$ cat config.mk
export PLATFORM = sky130hd
export DESIGN_NAME = rock_ramp_scheduler
export DESIGN_NICKNAME = d
export VERILOG_FILES = /design/src/rtl/rock_ramp_scheduler.sv
export SDC_FILE = /design/constraint.sdc
export NUM_CORES = 1
export LEC_CHECK = 0
export CAP_MARGIN = 25
export CORE_MARGIN = 2
export CORE_UTILIZATION = 45
export CTS_CLUSTER_SIZE = 24
export DETAILED_ROUTE_END_ITERATION = 8
export PLACE_DENSITY = 0.8
export SYNTH_ARGS = -nofsm -noshare
export SYNTH_HDL_FRONTEND = slang
export SYNTH_SLANG_ARGS = --single-unit
$ cat constraint.sdc
create_clock -name clk -period 2.4 [get_ports clk]
set_clock_uncertainty 0.1 [all_clocks]
set_input_delay 0.72 -clock clk [delete_from_list [all_inputs] [get_ports clk]]
set_output_delay 0.72 -clock clk [all_outputs]
set_load 0.02 [all_outputs]
$ cat src/rtl/rock_ramp_scheduler.sv
// Ramps amp/freq setpoints one level per tick toward latched targets, freq before amp-up,
// with forced ramp-down while heart rate is bad. Optional: HR_TIMEOUT_WATCHDOG_EN.
module rock_ramp_scheduler #(
    parameter int MAX_LEVEL     = 7,
    parameter int DWELL_TICKS   = 4,
    parameter int HR_MIN        = 40,
    parameter int HR_MAX        = 180,
    parameter int RECOVER_TICKS = 8,
    parameter int HR_TIMEOUT    = 16
) (
    input  logic       clk,
    input  logic       reset,
    input  logic       tick,
    input  logic       req_valid,
    input  logic [2:0] amp_req,
    input  logic [2:0] freq_req,
    input  logic       hr_valid,
    input  logic [7:0] hartslag,
    output logic [2:0] amp,
    output logic [2:0] freq,
    output logic       busy,
    output logic       fault
);
    localparam int DW = $clog2(DWELL_TICKS + 1);
    localparam int RW = $clog2(RECOVER_TICKS + 1);
    localparam logic [2:0]    MAXL  = 3'(MAX_LEVEL);
    localparam logic [7:0]    HRLO  = 8'(HR_MIN);
    localparam logic [7:0]    HRHI  = 8'(HR_MAX);
    localparam logic [DW-1:0] DWELL = DW'(DWELL_TICKS);
    localparam logic [RW-1:0] RECOV = RW'(RECOVER_TICKS);

    typedef enum logic [1:0] {IDLE, STEP, DWELL_S, SAFE} state_t;

    state_t        state, state_nxt;
    logic [2:0]    tgt_amp, tgt_freq;
    logic [2:0]    amp_step, freq_step;
    logic [DW-1:0] dwell_cnt;
    logic [RW-1:0] rec_cnt;
    logic          hr_ok, hr_in_range, at_tgt;

    assign hr_in_range = (hartslag >= HRLO) && (hartslag <= HRHI);
    assign at_tgt      = (amp == tgt_amp) && (freq == tgt_freq);

    // Amplitude may only rise once frequency has settled.
    always_comb begin
        amp_step  = amp;
        freq_step = freq;
        if (amp > tgt_amp)        amp_step  = amp - 3'd1;
        else if (freq > tgt_freq) freq_step = freq - 3'd1;
        else if (freq < tgt_freq) freq_step = freq + 3'd1;
        else if (amp < tgt_amp)   amp_step  = amp + 3'd1;
    end

    always_ff @(posedge clk) begin
        if (reset) state <= IDLE;
        else       state <= state_nxt;
    end

    always_comb begin
        state_nxt = state;
        case (state)
            IDLE:    if (!hr_ok) state_nxt = SAFE;
                     else if (!at_tgt) state_nxt = STEP;
            STEP:    if (!hr_ok) state_nxt = SAFE;
                     else if (tick) state_nxt = DWELL_S;
            DWELL_S: if (!hr_ok) state_nxt = SAFE;
                     else if (tick && dwell_cnt <= DW'(1)) state_nxt = at_tgt ? IDLE : STEP;
            SAFE:    if (amp == 3'd0 && freq == 3'd0 && rec_cnt == RECOV) state_nxt = IDLE;
            default: state_nxt = IDLE;
        endcase
    end

    always_comb begin
        busy  = (state != IDLE);
        fault = (state == SAFE);
    end

    always_ff @(posedge clk) begin
        if (reset) begin
            tgt_amp  <= 3'd0;
            tgt_freq <= 3'd0;
        end else if (req_valid) begin
            tgt_amp  <= (amp_req  > MAXL) ? MAXL : amp_req;
            tgt_freq <= (freq_req > MAXL) ? MAXL : freq_req;
        end
    end

`ifdef HR_TIMEOUT_WATCHDOG_EN
    localparam int WW = $clog2(HR_TIMEOUT + 1);
    localparam logic [WW-1:0] HRTO = WW'(HR_TIMEOUT);
    logic [WW-1:0] wd_cnt;

    // Silence from the sensor is treated as a bad reading once the count saturates.
    always_ff @(posedge clk) begin
        if (reset) begin
            hr_ok  <= 1'b1;
            wd_cnt <= '0;
        end else if (hr_valid) begin
            hr_ok  <= hr_in_range;
            wd_cnt <= '0;
        end else if (tick && wd_cnt != HRTO) begin
            wd_cnt <= wd_cnt + WW'(1);
            if (wd_cnt + WW'(1) == HRTO) hr_ok <= 1'b0;
        end
    end
`else
    always_ff @(posedge clk) begin
        if (reset)         hr_ok <= 1'b1;
        else if (hr_valid) hr_ok <= hr_in_range;
    end
`endif

    always_ff @(posedge clk) begin
        if (reset) begin
            amp       <= 3'd0;
            freq      <= 3'd0;
            dwell_cnt <= '0;
            rec_cnt   <= '0;
        end else begin
            case (state)
                STEP: if (hr_ok && tick) begin
                    amp       <= amp_step;
                    freq      <= freq_step;
                    dwell_cnt <= DWELL;
                end
                DWELL_S: if (hr_ok && tick) dwell_cnt <= dwell_cnt - DW'(1);
                SAFE: begin
                    if (tick) begin
                        if (amp != 3'd0)       amp  <= amp - 3'd1;
                        else if (freq != 3'd0) freq <= freq - 3'd1;
                    end
                    if (state_nxt == IDLE || !hr_ok) rec_cnt <= '0;
                    else if (tick && rec_cnt != RECOV) rec_cnt <= rec_cnt + RW'(1);
                end
                default: ;
            endcase
        end
    end
endmodule
==> metrics.txt, run 1 <==
result of the run finished clean; die area between 0.003 and 0.004 mm²; cell family contributing the most delay on the critical path simple AND/OR/NAND/NOR gates; worst rel slew slack 0.758; post-placement worst setup slack -163 ps; fill cell count 278; count of port buffers added during placement 26; synthesized netlist cell count ~180; Crit path required time about 2500 ps; Avg Synthesized Cell Area about 8.2 µm²; flip-flop and latch count after synthesis 22; critical setup path kind reg -> reg; least setup slack across all paths after layout 144 ps; Period Utilization, post-route 0.940; number of clock buffers inserted by TritonCTS 3; Netlist Area Pre-Place 0.00148 mm²; largest driver fanout on the critical path 4; wire length of the first global-routing pass ~5300 µm; post-route antenna net violation count 0; largest net degree at the start of global routing 14; total count of hold-check failures in the final report 0; routed wire length per instance roughly 12 µm; RSZ-0062 raised after global routing false; number of clock sinks 22; most common library cell in the layout ignoring fill and taps sky130_fd_sc_hd__clkdlybuf4s50_1; number of H-tree levels 1; final weighted congestion of routability-driven global placement around 0.87; type of element launching the critical path register; CORE AREA 0.00308 mm²; fraction of layout instances using a drive strength above 1 0.120; number of vias after detailed routing 1381; buffers and inverters on the worst path 1; Post-layout nets about 250; worst-path cell with the longest stage delay sky130_fd_sc_hd__dfxtp_1; count of maximum capacitance violations 0; clock insertion delay at the later pin of the skew report 320 ps; arrival time of the worst setup path roughly 2400 ps; TritonCTS clock tree done; Peak Freq 443 MHz; Yosys warning total 0; total count of max-transition violations in the final report 0; sum of negative setup slack 0 ps; total congestion overflow after global routing 0; DR vias/cell ~5.3; Die Y-Extent approximately 61 µm; DR DRC count 0; vias in the first global route about 1.3k; Static Leak 0.836 nW; number of rows created at floorplan 20; post-detailed-routing wire length slightly above 3000 µm; leading register cell type out of synthesis sky130_fd_sc_hd__dfxtp_1; starting density of the core 0.480; final number of setup-violating endpoints 0; Power Density between 500 and 600 mW/mm²; Tightest Pin Transition ~360 ps; Worst Hold Class reg -> reg; 1st-iter DRT viols just under 80; number of antenna repair diodes 0; number of placed I/O pins 27; synthesis-to-layout area growth 29.2%; antenna violations before repair 0; buffer levels on the longest clock path 2; Die Width slightly above 60 µm; Cell Chain, Critical Path inv_1 -> ha_1 -> nand2_1 -> a211o_1 -> or3b_1 -> a21oi_2 -> mux2_1; final period demand of the worst path 2260 ps; post-cts hold buffer count 0; number of flops mapped to enable cells by yosys 0; commonest non-fill, non-tap cells in the layout sky130_fd_sc_hd__clkdlybuf4s50_1, sky130_fd_sc_hd__dfxtp_1, sky130_fd_sc_hd__inv_1, sky130_fd_sc_hd__nor2_1, sky130_fd_sc_hd__ha_1; net count after synthesis roughly 220; Peak VDD IR 0.000274 V; async set-reset flop share out of synthesis 0; Worst Hold Slack between 400 and 500 ps; total design power about 1.0 mW; portion of the post-synthesis area used by sequential elements 0.298; CTS clk-pin slew, worst paths ~140 ps; synth unique cells between 40 and 50; delay of the slowest cell on the worst path between 300 and 400 ps; detailed placer's ending HPWL roughly 2300 µm; detailed-routing iteration count for the pre-antenna-repair pass 4; Clk Tree Root Cell sky130_fd_sc_hd__clkbuf_4; critical path endpoint category register; overall track demand over capacity in global routing 0.187
-- repair_timing --
action | in CTS | in global routing
buffers inserted | 0 | 0
gates resized for setup | 3 | 2
setup endpoints to repair | 2 | 2
cloned | 0 | 0
-- path summary, 6_finish.rpt --
path	cells past startpoint	startpoint	slack, ps	endpoint
setup reg to reg	7	freq[0]$_SDFFE_PP0P_	140	freq[2]$_SDFFE_PP0P_
hold / removal	2	dwell_cnt[0]$_SDFFE_PP0P_	410	dwell_cnt[0]$_SDFFE_PP0P_
setup / recovery	7	freq[0]$_SDFFE_PP0P_	140	freq[2]$_SDFFE_PP0P_
hold reg to reg	2	dwell_cnt[0]$_SDFFE_PP0P_	410	dwell_cnt[0]$_SDFFE_PP0P_
-- final cells by class --
cell class,count,area [µm²],area share
Timing Repair Buffer,36,337,0.177
Sequential cell,22,443,0.232
Multi-Input combinational cell,135,942,0.494
Inverter,20,77.6,0.0407
Clock inverter,1,30.0,0.0157
Tap cell,44,55.1,0.0289
Clock buffer,3,22.5,0.0118
-- tightest hold or removal path, cell delays in order, from the launching register on --
cell and delay (ps):
sky130_fd_sc_hd__dfxtp_1 330, sky130_fd_sc_hd__o21ai_0 70, sky130_fd_sc_hd__a21oi_1 70
-- layer usage --
metal	track usage	wire length, µm
met2	0.287	1450
met5	0	0
met3	0.0315	99
met1	0.267	1490
met4	0.0559	33
-- stage by stage --
step,std cells,util,instance area (µm²)
2_1_floorplan,181,-,1480
3_3_place_gp,257,0.599,1840
3_5_place_dp,257,0.599,1840
4_1_cts,261,0.617,1900
5_1_grt,261,0.620,1910
6_report,261,0.620,1910
-- kinds of logic after synthesis --
group                    synth area share
XOR/XNOR                           0.0119
flip-flops                          0.298
adder cells (fa/ha/maj)             0.127
AO/OA/AOI/OAI                       0.209
buffers and inverters              0.0678
multiplexers                       0.0627
AND/OR/NAND/NOR                     0.223
-- power by group --
group / total (mW) / internal (mW) / switching, mW
clock: 0.290 / 0.169 / 0.121
sequential: 0.420 / 0.391 / 0.0291
combinational: 0.334 / 0.166 / 0.168
total: 1.04 / 0.726 / 0.318
-- cells in the mapped netlist (2+ instances only) --
library cell | number | share of area
sky130_fd_sc_hd__dfxtp_1 | 22 | 0.30
sky130_fd_sc_hd__inv_1 | 19 | 0.048
sky130_fd_sc_hd__nor2_1 | 18 | 0.046
sky130_fd_sc_hd__ha_1 | 15 | 0.13
sky130_fd_sc_hd__o21ai_0 | 14 | 0.047
sky130_fd_sc_hd__nand2_1 | 12 | 0.031
sky130_fd_sc_hd__a21oi_1 | 11 | 0.037
sky130_fd_sc_hd__mux2i_1 | 7 | 0.047
sky130_fd_sc_hd__nand3_1 | 5 | 0.017
sky130_fd_sc_hd__nor2b_1 | 4 | 0.017
sky130_fd_sc_hd__nor3b_1 | 4 | 0.020
sky130_fd_sc_hd__and3b_1 | 3 | 0.018
sky130_fd_sc_hd__nor3_1 | 3 | 0.010
sky130_fd_sc_hd__o211a_1 | 3 | 0.020
sky130_fd_sc_hd__o211ai_1 | 3 | 0.015
sky130_fd_sc_hd__or3_1 | 3 | 0.013
sky130_fd_sc_hd__a21o_1 | 2 | 0.010
sky130_fd_sc_hd__clkbuf_1 | 2 | 0.0051
sky130_fd_sc_hd__o21a_1 | 2 | 0.010
sky130_fd_sc_hd__o22ai_1 | 2 | 0.0085
sky130_fd_sc_hd__or2_2 | 2 | 0.0085
sky130_fd_sc_hd__xnor2_1 | 2 | 0.012
-- registers in the layout (all words and copies together) (netlist names) --
name,cells
freq,3
tgt_freq,3
tgt_amp,3
amp,3
state,2
hr_ok,1
dwell_cnt,3
rec_cnt,4
No activity file was read; power rests on OpenSTA's default activity.
==> inputs of run 2 (changes only) <==
--- a/config.mk
+++ b/config.mk
@@ -11,6 +11,7 @@
 export CTS_CLUSTER_SIZE = 24
 export DETAILED_ROUTE_END_ITERATION = 8
 export PLACE_DENSITY = 0.8
+export SKIP_LAST_GASP = 1
 export SYNTH_ARGS = -nofsm -noshare
 export SYNTH_HDL_FRONTEND = slang
 export SYNTH_SLANG_ARGS = --single-unit
==> results of run 2 <==
No change in the layout: final DEF, timing and power equal those of run 1.
